`src/rtl/puf_mux_scan.sv`:
```
// PUF cell scanner: selects one of N_IN raw cells, waits a settle time, samples
// (optionally 3x with majority vote) and packs OUT_W bits into a handshaked word.
module puf_mux_scan #(
   parameter int unsigned N_IN     = 128,
   parameter int unsigned SEL_W    = $clog2(N_IN),
   parameter int unsigned OUT_W    = 32,
   parameter int unsigned SETTLE_W = 8
) (
   input  logic                i_Clk,
   input  logic                i_Rst,
   input  logic [N_IN-1:0]     i_D,
   input  logic                i_Start,
   input  logic [SEL_W-1:0]    i_Base,
   input  logic [SEL_W-1:0]    i_Stride,
   input  logic [SETTLE_W-1:0] i_Settle,
   input  logic                i_Vote,
   output logic [SEL_W-1:0]    o_Sel,
   output logic                o_Busy,
   output logic [OUT_W-1:0]    o_Resp,
   output logic                o_Valid,
   input  logic                i_Ready,
   output logic                o_Err
);

   localparam int unsigned    BIT_W    = (OUT_W > 1) ? $clog2(OUT_W) : 1;
   localparam logic [SEL_W:0] N_EXT    = (SEL_W+1)'(N_IN);
   localparam logic [SEL_W-1:0] N_LO   = SEL_W'(N_IN);
   localparam logic [BIT_W-1:0] LAST_BIT = BIT_W'(OUT_W - 1);

   typedef enum logic [2:0] {
      S_IDLE,
      S_SETTLE,
      S_SAMPLE,
      S_ADVANCE,
      S_DONE
   } state_t;

   state_t              state_q, state_d;
   logic [SEL_W-1:0]    sel_q, sel_d;
   logic [BIT_W-1:0]    bit_q, bit_d;
   logic [SETTLE_W-1:0] cnt_q, cnt_d;
   logic [1:0]          smp_q, smp_d;
   logic [1:0]          ones_q, ones_d;
   logic [SEL_W-1:0]    stride_q, stride_d;
   logic [SETTLE_W-1:0] settle_q, settle_d;
   logic                vote_q, vote_d;
   logic [OUT_W-1:0]    resp_q, resp_d;
   logic                valid_q, valid_d;
   logic                busy_q, busy_d;
   logic                err_q, err_d;

   logic                cur;
   logic                base_bad;
   logic [SEL_W-1:0]    stride_red;
   logic [SEL_W-1:0]    sel_sum;
   logic                sel_cy;
   logic [SEL_W-1:0]    sel_next;

   assign cur      = i_D[sel_q];
   assign base_bad = ({1'b0, i_Base} >= N_EXT);

   // Both operands stay below N_IN after reduction, so one conditional subtract
   // completes the modulo; the low SEL_W bits of the difference are exact.
   assign stride_red = ({1'b0, i_Stride} >= N_EXT) ? (i_Stride - N_LO) : i_Stride;
   assign {sel_cy, sel_sum} = {1'b0, sel_q} + {1'b0, stride_q};
   assign sel_next = ({sel_cy, sel_sum} >= N_EXT) ? (sel_sum - N_LO) : sel_sum;

   always_comb begin
      state_d  = state_q;
      sel_d    = sel_q;
      bit_d    = bit_q;
      cnt_d    = cnt_q;
      smp_d    = smp_q;
      ones_d   = ones_q;
      stride_d = stride_q;
      settle_d = settle_q;
      vote_d   = vote_q;
      resp_d   = resp_q;
      valid_d  = valid_q;
      busy_d   = busy_q;
      err_d    = 1'b0;

      case (state_q)
         S_IDLE: begin
            if (i_Start) begin
               stride_d = stride_red;
               settle_d = i_Settle;
               vote_d   = i_Vote;
               if (base_bad) begin
                  err_d = 1'b1;
               end else begin
                  sel_d   = i_Base;
                  busy_d  = 1'b1;
                  bit_d   = '0;
                  smp_d   = '0;
                  ones_d  = '0;
                  cnt_d   = i_Settle;
                  state_d = (i_Settle == '0) ? S_SAMPLE : S_SETTLE;
               end
            end
         end
         S_SETTLE: begin
            cnt_d = cnt_q - 1'b1;
            if (cnt_q == SETTLE_W'(1)) state_d = S_SAMPLE;
         end
         S_SAMPLE: begin
            if (!vote_q) begin
               resp_d[bit_q] = cur;
               state_d       = S_ADVANCE;
            end else if (smp_q == 2'd2) begin
               resp_d[bit_q] = (ones_q == 2'd2) || ((ones_q == 2'd1) && cur);
               smp_d         = '0;
               ones_d        = '0;
               state_d       = S_ADVANCE;
            end else begin
               smp_d  = smp_q + 2'd1;
               ones_d = ones_q + {1'b0, cur};
            end
         end
         S_ADVANCE: begin
            if (bit_q == LAST_BIT) begin
               valid_d = 1'b1;
               state_d = S_DONE;
            end else begin
               bit_d   = bit_q + 1'b1;
               sel_d   = sel_next;
               cnt_d   = settle_q;
               state_d = (settle_q == '0) ? S_SAMPLE : S_SETTLE;
            end
         end
         S_DONE: begin
            if (i_Ready) begin
               valid_d = 1'b0;
               busy_d  = 1'b0;
               state_d = S_IDLE;
            end
         end
         default: state_d = S_IDLE;
      endcase
   end

   always_ff @(posedge i_Clk) begin
      if (i_Rst) begin
         state_q  <= S_IDLE;
         sel_q    <= '0;
         bit_q    <= '0;
         cnt_q    <= '0;
         smp_q    <= '0;
         ones_q   <= '0;
         stride_q <= '0;
         settle_q <= '0;
         vote_q   <= 1'b0;
         resp_q   <= '0;
         valid_q  <= 1'b0;
         busy_q   <= 1'b0;
         err_q    <= 1'b0;
      end else begin
         state_q  <= state_d;
         sel_q    <= sel_d;
         bit_q    <= bit_d;
         cnt_q    <= cnt_d;
         smp_q    <= smp_d;
         ones_q   <= ones_d;
         stride_q <= stride_d;
         settle_q <= settle_d;
         vote_q   <= vote_d;
         resp_q   <= resp_d;
         valid_q  <= valid_d;
         busy_q   <= busy_d;
         err_q    <= err_d;
      end
   end

   assign o_Sel   = sel_q;
   assign o_Busy  = busy_q;
   assign o_Resp  = resp_q;
   assign o_Valid = valid_q;
   assign o_Err   = err_q;

endmodule

```
`config.mk`:
```
export PLATFORM = sky130hd
export DESIGN_NAME = puf_mux_scan
export DESIGN_NICKNAME = d
export VERILOG_FILES = /design/src/rtl/puf_mux_scan.sv
export SDC_FILE = /design/constraint.sdc
export NUM_CORES = 1
export LEC_CHECK = 0
export BUFFER_PORTS_ARGS = -buffer_cell sky130_fd_sc_hd__buf_2
export CORE_AREA = 2 2 107 109
export DETAILED_ROUTE_END_ITERATION = 8
export DIE_AREA = 0 0 109 111
export GPL_ROUTABILITY_DRIVEN = 0
export PLACE_DENSITY = 0.9
export SLEW_MARGIN = 20
export SYNTH_ARGS = -nofsm -noshare
export SYNTH_HDL_FRONTEND = slang
export SYNTH_SLANG_ARGS = --single-unit
```
`constraint.sdc`:
```
create_clock -name i_Clk -period 3.8 [get_ports i_Clk]
set_clock_uncertainty 0.05 [all_clocks]
set_input_delay 0.76 -clock i_Clk [delete_from_list [all_inputs] [get_ports i_Clk]]
set_output_delay 0.76 -clock i_Clk [all_outputs]
set_load 0.02 [all_outputs]
```
# == Word level (Yosys, flattened, before mapping) ==
# Cells that the tools add are included.
# classes
n_addsub,5
n_mul,0
n_div,0
magnitude_cmp,3
n_eq_ne,17
shifts,0
mux,38
n_bitwise,0
reduce_logical,19
# ops
op,n
$bwmux 32,2
$mux 32,2
$pmux 8 s3,1
$mux 3,6
$logic_not 8->1,2
$mux 8,2
$pmux 3 s5,1
$reduce_and 3->1,5
$mux 2,7
$mux 7,2
$pmux 7 s2,1
$ne 2x2->1 const B,6
$mux 5,2
$pmux 5 s2,1
$eq 8x1->1 const B,1
$lt 7x8->1 const B,1
$pmux 2 s2,2
$reduce_bool 2->1,4
$sub 8x1->8 const B,1
$add 7x7->7,1
$bmux 1 s7,1
$eq 3x2->1 const B,2
$lt 5x6->1 const B,1
$add 5x1->5 const B,1
other kinds (19),27
# word_totals
register_bits,77
latchBits,0
ram_bits,0
mem_bits_ro,0
input_bits,155
out_inout_bits,42
word_cells,94
mem_count,0

# == Longest topological paths before layout ==
# Gate-level depths: netlist of run 1.
# depth
word_depth,7
depth_mapped,16
depth_no_buf,12

# == Worst setup path before layout of run 1 ==
# OpenSTA, ideal clock, no wires.
# synth_path
kind,input to register
from,input port i_D[21]
to,register ones_q[0]
setup_ns,0.128
arrival_ns,2.968
t_required_ns,3.622
setup_slack_ns,0.655
path_stages,12
n_path_buf,1
path_cell_list,mux4_1 -> mux4_2 -> o22ai_1 -> nor4bb_1 -> nor4_4 -> buf_6 -> inv_1 -> ha_1 -> nand2_1 -> nor2_1 -> a21oi_1 -> nor2_1
# synth_via
elab_chain_cells,6
# synth_lines
item,line,rtl
start: declaration,11,"input logic [N_IN-1:0] i_D,"
$bmux 1 s7,59,assign cur = i_D[sel_q];
$mux 1 (not written as such),59,
$add 2x1->2,117,"ones_d = ones_q + {1'b0, cur};"
$mux 2,110,end else if (smp_q == 2'd2) begin
$mux 2,107,if (!vote_q) begin
$pmux 2 s2,83,case (state_q)
end signal: assignment,163,ones_q <= ones_d;
end: declaration,43,"logic [1:0] ones_q, ones_d;"
# No other way between the ends. The select of a mux whose other input is x is not followed.
# A chain may end at the register's enable or synchronous reset.

# == Final worst setup path of run 1 ==
# layout_path
from,register sel_q[2] (netlist: o_Sel[2])
to,register resp_q[23] (netlist: o_Resp[23])
# layout_via
elab_chain_cells,7
word_cells_on_any_way,8
classes_between,6 x mux; 2 x reduce/logical
# layout_lines
item,line,rtl
start: declaration,39,"logic [SEL_W-1:0] sel_q, sel_d;"
start signal: assignment,159,sel_q <= sel_d;
$bmux 1 s7 (*),59,
$mux 1 (not written as such) (*),59,
$logic_and 1x1->1,111,resp_d[bit_q] = (ones_q == 2'd2) || ((ones_q == 2'd1) && cur);
$logic_or 1x1->1,111,
$bwmux 32,111,
$mux 32,110,
$mux 32 (*),107,
end signal: assignment,167,resp_q <= resp_d;
end: declaration,47,"logic [OUT_W-1:0] resp_q, resp_d;"
# Mark *: on every way between the ends. The rest lies on a longest branch, timed or not. The select of a mux whose other input is x is not followed.

==> results of run 1 <==
report_power, final:
group / switching [mW] / internal, mW
clock: 0.346 / 0.514
combinational: 0.881 / 0.616
sequential: 0.190 / 0.908
sequential cells by signal, summed over array words and instances (netlist names):
register	count
smp_q	2
o_Resp	32
state_q	3
stride_q	7
ones_q	2
cnt_q	8
settle_q	8
o_Valid	1
bit_q	5
o_Sel	7
vote_q	1
o_Busy	1
routing by layer:
metal | vias up | GRT usage (%) | routed length, µm
met3 | 49 | 4.53 | 1250
met5 | - | 0 | 0
met2 | 243 | 45.2 | 7940
met1 | 2647 | 29.3 | 6100
met4 | 0 | 9.66 | 447
li1 | 2803 | - | -
cells in the mapped netlist (all sizes together), types with 2 or more instances:
master and instances:
a21oi 80, dfxtp 77, nand2 77, clkbuf 53, nand3 45, o21ai 42, nor2 41, mux2i 38
a31oi 36, nand2b 35, mux4 18, ha 14, buf 13, a22oi 12, inv 12, nor3 12
nor2b 8, nor4 8, a211oi 5, a311oi 5, o211ai 5, xnor2 5, a21o 4, and2 4
nand4 3, nor3b 3, o21bai 3, a22o 2, and3 2, and3b 2, and4 2, o311ai 2
or3 2, xor2 2
kinds of logic after synthesis:
group,count (synthesis),share of synthesized area (%)
AOI/OAI and AO/OA,201,22.8
xor gates and xnor gates,7,1.12
adders and majority gates,15,3.57
buffers and inverters,78,6.50
DFF,77,28.2
muxes,57,15.1
other,1,0.0686
and+or+nand+nor,250,22.7
final cells by class:
type                    count  area [µm²]  share of cell area [%]
multi-input cells         531        3600                    53.4
flip-flops and latches     77        1540                    22.9
repair buffers            207        1080                    16.0
clock buffers              10         229                    3.40
well taps                 143         179                    2.65
clock inverters             6        71.3                    1.06
inverters                  12        45.0                   0.668
worst max-delay path, delay by kind of cell, from the launching register on:
| family | cells | cell delay [ps] |
|---|---|---|
| mux | 1 | 520 |
| buf+inv | 2 | 760 |
| compound gates | 2 | 410 |
| flops | 1 | 590 |
| simple gates | 3 | 600 |
metrics by stage:
stage,instance area (µm²),setup slack (ps)
floorplan,5470,655
global placement,6430,651
detailed placement,6430,573
CTS,6730,681
global route,6740,471
finish,6740,700
worst paths after layout:
check / to / slack, ps / depth (start not counted)
max: o_Resp[23]$_SDFFE_PP0P_ / 700 / 8
min: stride_q[3]$_SDFFE_PP0P_ / 410 / 2
max reg2reg: o_Resp[23]$_SDFFE_PP0P_ / 700 / 8
min reg2reg: stride_q[3]$_SDFFE_PP0P_ / 410 / 2
==> results.yml, run 1 <==
clocking:
  clk_pin_slew_ps: 60
  cts_tree: "built"
  numCtsBuffers: 9
  cts_post_setup_buffers_inserted: 0
  htreeDepth: 3
  cts_hold_buffers: 0
  cts_resized: 0
  clock_sinks: 77
  clk_path_buf_depth: 2
  clkLatencyLatePin_ps: 340
  ctsRootBufferMaster: "clkbuf_16"
placed_design:
  dp_hpwl_mm: 11.5
  dpl.cell_count: 970
  portBuffers: 195
pwr:
  ir_drop_mv: 0.425
  p_per_area_nw_per_um2: 512
  finalPower_mw: 3.45
  leakage_nw: 2.85
yosys:
  yosys_warnings: 0
  syn_nets: 856
  netlist_instances: 686
  synthTopCellsByArea: "dfxtp_1, a21oi_1, mux2i_1"
  synth_area_leader_cell: "dfxtp_1"
  avgSynthCellArea_um2: 7.97
  ys_seq_elements: 77
  synth-seq-area-share_pct: 28.2
  netlist-cell-type-count: 55
  synthFlopType: "dfxtp_1"
  synth_edf_count: 0
  syn-cell-area_um2: 5470
  async_flop_share_pct: 0
  yosys.area.top_type_share_pct: 28.2
setup_path:
  end_kind: "flop"
  r2r-start: "o_Sel[2]$_SDFFE_PP0P_"
  path_cells: "buf_12, mux4_2, nor2b_1, a211oi_1, nor3_1, nor4_4, buf_4, o21ai_0"
  cp.required_ps: 3960
  slowest_stage: "dfxtp_2"
  critPathLaunchType: "flop"
  crit_path_max_incr_delay_ps: 590
  arrival_ps: 3260
  startpoint: "o_Sel[2]$_SDFFE_PP0P_"
  crit_fanout: 36
  path_class: "flop to flop"
finish:
  final_util_pct: 60.9
  final_nets: 1008
  layout-drive-gt1-share_pct: 31.2
  antenna_cells: 0
  nFillCells: 965
  layout_commonest_cell: "buf_2"
  final_cell_mix: "buf_2, a21oi_1, nand2_1"
  fin_cells: 986
  area_delta_synth_final_pct: 23.3
drt:
  dr.pass1.iters: 5
  viasPerCell: 5.82
  dr.first_iter.drc_count: 421
  wl_mm: 15.7
  drcViolationCount: 0
  ant_nets: 0
  dr_total_vias: 5742
  routedWlPerCell_um: 16.0
global_routing:
  track_usage_pct: 25.2
  grt_pass1_vias: 5263
  overflow: 0
  grt_max_degree: 50
  antenna_found_initial: 0
  grt_pass1_wl_mm: 24.6
sta:
  setup-violations-final: 0
  fmax_mhz: 323
  tns_ps: 0
  hold_viol_final: 0
  slew_violations: 0
  slew_headroom_pct: 42.1
  tightest_slew_ps: 868
  rsz0062_at_grt: "no"
  hold_slack_ps: 409
  fin_crit_sh_pct: 81.6
  post-route-min-period_ps: 3100
worst_hold_path:
  hp-class: "flop to flop"
  hold_start: "stride_q[3]$_SDFFE_PP0P_"
floorplan:
  die_h_um: 111
  rows: 39
  dieArea_um2: 12100
  io_pins: 197
  start_util_pct: 49.4
  coreArea_um2: 11100
  fp.dieW_um: 109
run_status:
  outcome: "finished clean"
job:
  drv_cap: 0
No activity file was read; power rests on OpenSTA's default activity.
==> inputs of run 2 (changes only) <==
==> constraint.sdc (replaced) <==
create_clock -name i_Clk -period 2.9 [get_ports i_Clk]
set_clock_uncertainty 0.05 [all_clocks]
set_input_delay 0.58 -clock i_Clk [delete_from_list [all_inputs] [get_ports i_Clk]]
set_output_delay 0.58 -clock i_Clk [all_outputs]
set_load 0.02 [all_outputs]
==> results.yml, run 2 (synthesized netlist as in run 1, its figures left out) <==
sta:
  fmax_mhz: 364
  fin_ws_ps: 156
  setup-violations-final: 0
  post-route-min-period_ps: 2740
  tightest_slew_ps: 751
  hold_viol_final: 0
  slew_violations: 0
  slew_headroom_pct: 49.8
  fin_crit_sh_pct: 94.6
floorplan:
  start_util_pct: 49.4
  dieArea_um2: 12100
  io_pins: 197
  rows: 39
  die_h_um: 111
  fp.dieW_um: 109
  coreArea_um2: 11100
drt:
  drcViolationCount: 0
  dr_total_vias: 5806
  ant_nets: 0
  viasPerCell: 5.79
  dr.first_iter.drc_count: 533
  wl_mm: 16.3
  dr.pass1.iters: 5
  routedWlPerCell_um: 16.3
global_routing:
  grt_pass1_wl_mm: 25.5
  grt_max_degree: 47
  overflow: 0
  antenna_found_initial: 0
  track_usage_pct: 26.4
  grt_pass1_vias: 5434
setup_path:
  path_cells: "clkbuf_4, mux4_1, mux4_2, o22ai_2, nor4bb_1, nor4_4, inv_2, ha_4, nand2_1, nor2_1, a21oi_1, nor2_1"
  crit_path_max_incr_delay_ps: 560
  crit_top_cell: "nor2_1"
  cp.required_ps: 3060
  path_class: "flop to flop"
  end_kind: "flop"
  crit_fanout: 4
  critPathLaunchType: "flop"
  slowest_stage: "mux4_1"
  arrival_ps: 2900
clocking:
  clk_path_buf_depth: 2
  cts_tree: "built"
  clk_pin_slew_ps: 60
  clock_sinks: 77
  numCtsBuffers: 9
  ctsRootBufferMaster: "clkbuf_16"
  htreeDepth: 3
  clkLatencyLatePin_ps: 340
  cts_hold_buffers: 0
job:
  drv_cap: 0
placed_design:
  pre_cts_slack_ps: -30.5
  dp_hpwl_mm: 11.6
  portBuffers: 195
pwr:
  ir_drop_mv: 0.563
  leakage_nw: 2.94
  finalPower_mw: 4.84
  p_per_area_nw_per_um2: 697
finish:
  layout-drive-gt1-share_pct: 33.3
  multiInputGateArea_um2: 3610
  largest_reg_flops: 32
  final_util_pct: 62.7
  antenna_cells: 0
  final_nets: 1025
  seq_area_um2: 1550
  nFillCells: 916
  final_cell_mix: "buf_2, a21oi_1, nand2_1"
  area_delta_synth_final_pct: 27.0
  layout_commonest_cell: "buf_2"
worst_hold_path:
  hp-class: "flop to flop"
run_status:
  outcome: "finished clean"
## run 2: power breakdown
part | internal, mW | switching, mW | total, mW | leakage, nW
clock | 0.770 | 0.430 | 1.20 | 0.152
combinational | 0.976 | 1.30 | 2.27 | 2.16
sequential | 1.19 | 0.177 | 1.37 | 0.628
total | 2.94 | 1.90 | 4.84 | 2.94
## run 2: final cells by class
type	count	area share, %
tap	143	2.58
sequential	77	22.3
inverter	12	0.648
clock inverter	4	1.04
clock buffer	11	3.49
multi-input combinational	531	52.0
timing repair buffer	224	18.0
## run 2: worst paths after layout
kind / startpoint / cells after the start / endpoint / slack, ps
hold / removal: stride_q[3]$_SDFFE_PP0P_ / 2 / stride_q[3]$_SDFFE_PP0P_ / 410
hold reg to reg: stride_q[3]$_SDFFE_PP0P_ / 2 / stride_q[3]$_SDFFE_PP0P_ / 410
setup reg to reg: o_Sel[2]$_SDFFE_PP0P_ / 12 / ones_q[0]$_SDFFE_PP0P_ / 160
setup / recovery: o_Sel[2]$_SDFFE_PP0P_ / 12 / ones_q[0]$_SDFFE_PP0P_ / 160
## run 2: metal layers
layer,track usage (%),vias up,routed length (µm)
met5,0,-,0
met4,15.0,0,714
met3,5.76,61,1190
met2,44.4,247,8130
met1,30.3,2663,6250
li1,-,2835,-
## run 2: worst max-delay path: cells and delay by family (launching register included)
kind | cells | cell delay, ps
and+or+nand+nor | 5 | 450
AOI/OAI and AO/OA | 2 | 250
adders and majority gates | 1 | 210
muxes | 2 | 1050
buffers and inverters | 2 | 240
DFF | 1 | 360
## run 2: through the flow
stage          instances  hold slack, ps  TNS [ps]  cell area, µm²
2_1_floorplan        686             390     -12.4            5490
3_5_place_dp         985             408     -37.2            6600
6_report            1002             414         0            6950
5_1_grt             1002             432     -10.4            6950
4_1_cts             1000             416         0            6910
3_3_place_gp         985             397     -7.44            6600
## run 2: repair_timing
action                                 4_1_cts  5_1_grt
buffers inserted                             0        2
resized for setup                            0        5
endpoints found under the hold margin        0        0
setup endpoints to repair                    0        4
==> inputs of run 3 (changes only) <==
==> constraint.sdc (replaced) <==
create_clock -name i_Clk -period 2.9 [get_ports i_Clk]
set_clock_uncertainty 0.05 [all_clocks]
set_input_delay 0.58 -clock i_Clk [delete_from_list [all_inputs] [get_ports i_Clk]]
set_output_delay 0.58 -clock i_Clk [all_outputs]
set_load 0.1 [all_outputs]
==> results.yml, run 3 (synthesized netlist as in run 1, its figures left out) <==
clocking:
  cts_hold_buffers: 0
  cts_tree: "built"
  clkLatencyLatePin_ps: 330
  clock_sinks: 77
  clk_path_buf_depth: 2
  numCtsBuffers: 9
  ctsRootBufferMaster: "clkbuf_16"
  clk_pin_slew_ps: 60
  htreeDepth: 3
drt:
  ant_nets: 0
  dr.first_iter.drc_count: 541
  dr.pass1.iters: 5
  dr_total_vias: 5856
  routedWlPerCell_um: 16.1
  drcViolationCount: 0
  wl_mm: 16.3
  viasPerCell: 5.82
global_routing:
  overflow: 0
  antenna_found_initial: 1
  grt_max_degree: 38
  grt_pass1_vias: 5436
  track_usage_pct: 25.9
  grt_pass1_wl_mm: 25.2
pwr:
  power_switching_share_pct: 41.3
  leakage_nw: 2.96
  p_seq_share_pct: 27.8
  internal_power_mw: 2.99
  pwr-share-comb_pct: 47.6
  p_switching_mw: 2.11
  ir_drop_mv: 0.529
  finalPower_mw: 5.10
  p_clk_share_pct: 24.6
  p_per_area_nw_per_um2: 732
placed_design:
  pre_cts_slack_ps: -13.0
  dp_hpwl_mm: 11.7
  portBuffers: 195
setup_path:
  crit_path_end: "ones_q[0]$_SDFFE_PP0P_"
  rr_worst_depth: 12
  cp.required_ps: 3110
  r2r_slack_ps: 100
  path_class: "flop to flop"
  end_kind: "flop"
  critPathLaunchType: "flop"
  crit_fanout: 5
  arrival_ps: 3010
  path_cells: "buf_4, mux4_2, mux4_2, nor2_2, nor3_2, nor4_4, inv_2, ha_4, nand2_1, nor2_1, a21oi_1, nor2_1"
  r2r-start: "o_Sel[2]$_SDFFE_PP0P_"
  slowest_stage: "mux4_2"
  crit_path_max_incr_delay_ps: 520
  startpoint: "o_Sel[2]$_SDFFE_PP0P_"
  rr_endpoint: "ones_q[0]$_SDFFE_PP0P_"
sta:
  fmax_mhz: 358
  post-route-min-period_ps: 2800
  setup-violations-final: 0
  fin_ws_ps: 104
  slew_headroom_pct: 52.6
  tns_ps: 0
  fin_crit_sh_pct: 96.4
  rsz0062_at_grt: "no"
  tightest_slew_ps: 709
  hold_viol_final: 0
  slew_violations: 0
floorplan:
  start_util_pct: 49.4
  coreArea_um2: 11100
  io_pins: 197
  die_h_um: 111
  dieArea_um2: 12100
  fp.dieW_um: 109
  rows: 39
worst_hold_path:
  hp-class: "flop to flop"
finish:
  final_util_pct: 62.8
  final_nets: 1028
  seq_area_um2: 1560
  layout_commonest_cell: "buf_2"
  nFillCells: 923
  final_cell_mix: "buf_2, a21oi_1, nand2_1"
  area_delta_synth_final_pct: 27.2
  layout-drive-gt1-share_pct: 33.8
  multiInputGateArea_um2: 3600
  largest_reg_flops: 32
job:
  drv_cap: 0
run_status:
  outcome: "finished clean"
## run 3: cell count changes in the layout (fill, tap and decap cells not counted), moves of 2 or more
| cell | previous run | this run |
|---|---|---|
| buf_4 | 23 | 29 |
| dfxtp_1 | 75 | 72 |
| dfxtp_4 | 1 | 4 |
| buf_12 | 4 | 2 |
| mux4_1 | 5 | 3 |
| mux4_2 | 13 | 15 |
## run 3: timing repair
action	4_1_cts	5_1_grt
resized for setup	0	6
endpoints found under the hold margin	0	0
buffers inserted	0	6
endpoints found under the setup margin	0	10
## run 3: layer usage
metal	track usage (%)	vias up	wire (µm)
met5	0	-	0
met4	12.9	0	563
met3	4.41	49	1130
met2	45.8	244	8300
met1	29.3	2715	6260
li1	-	2848	-
## run 3: critical path, delay by kind of cell, from the launching register on
kind                     cells  cell delay [ps]
buffers and inverters        2              230
flip-flops                   1              380
AO/OA/AOI/OAI                1               60
multiplexers                 2             1010
adder cells (fa/ha/maj)      1              260
AND/OR/NAND/NOR              6              740
## run 3: worst min path at each step
stage / endpoint / startpoint / slack, ps / depth (start not counted)
6_report: stride_q[5]$_SDFFE_PP0P_ / stride_q[5]$_SDFFE_PP0P_ / 410 / 2
5_1_grt: stride_q[3]$_SDFFE_PP0P_ / stride_q[3]$_SDFFE_PP0P_ / 440 / 2
4_1_cts: stride_q[5]$_SDFFE_PP0P_ / stride_q[5]$_SDFFE_PP0P_ / 410 / 2
3_5_place_dp: stride_q[5]$_SDFFE_PP0P_ / stride_q[5]$_SDFFE_PP0P_ / 400 / 2
3_3_place_gp: stride_q[5]$_SDFFE_PP0P_ / stride_q[5]$_SDFFE_PP0P_ / 400 / 2
2_1_floorplan: stride_q[0]$_SDFFE_PP0P_ / stride_q[0]$_SDFFE_PP0P_ / 390 / 2
## run 3: power by group through the flow
| stage | registers, mW | logic [mW] | clock network, mW |
|---|---|---|---|
| 2_1_floorplan | 1.57 | 1.66 | 0 |
| 3_3_place_gp | 1.44 | 2.29 | 0 |
| 3_5_place_dp | 1.45 | 2.34 | 0 |
| 4_1_cts | 1.43 | 2.35 | 1.27 |
| 5_1_grt | 1.44 | 2.65 | 1.32 |
| 6_report | 1.42 | 2.43 | 1.26 |
## run 3: layout make-up
| class | count | area share (%) |
|---|---|---|
| diodes | 1 | 0.0360 |
| flip-flops and latches | 77 | 22.4 |
| multi-input cells | 531 | 51.7 |
| well taps | 143 | 2.57 |
| clock inverters | 5 | 1.42 |
| repair buffers | 227 | 17.9 |
| inverters | 12 | 0.647 |
| clock buffers | 11 | 3.34 |
## run 3: metrics by stage
step | cell area (µm²) | hold WS [ps] | std cells
after floorplan | 5500 | 390 | 686
after global routing | 6960 | 441 | 1007
after global placement | 6570 | 402 | 984
after CTS | 6910 | 413 | 1000
final | 6960 | 409 | 1007
after detailed placement | 6570 | 405 | 984
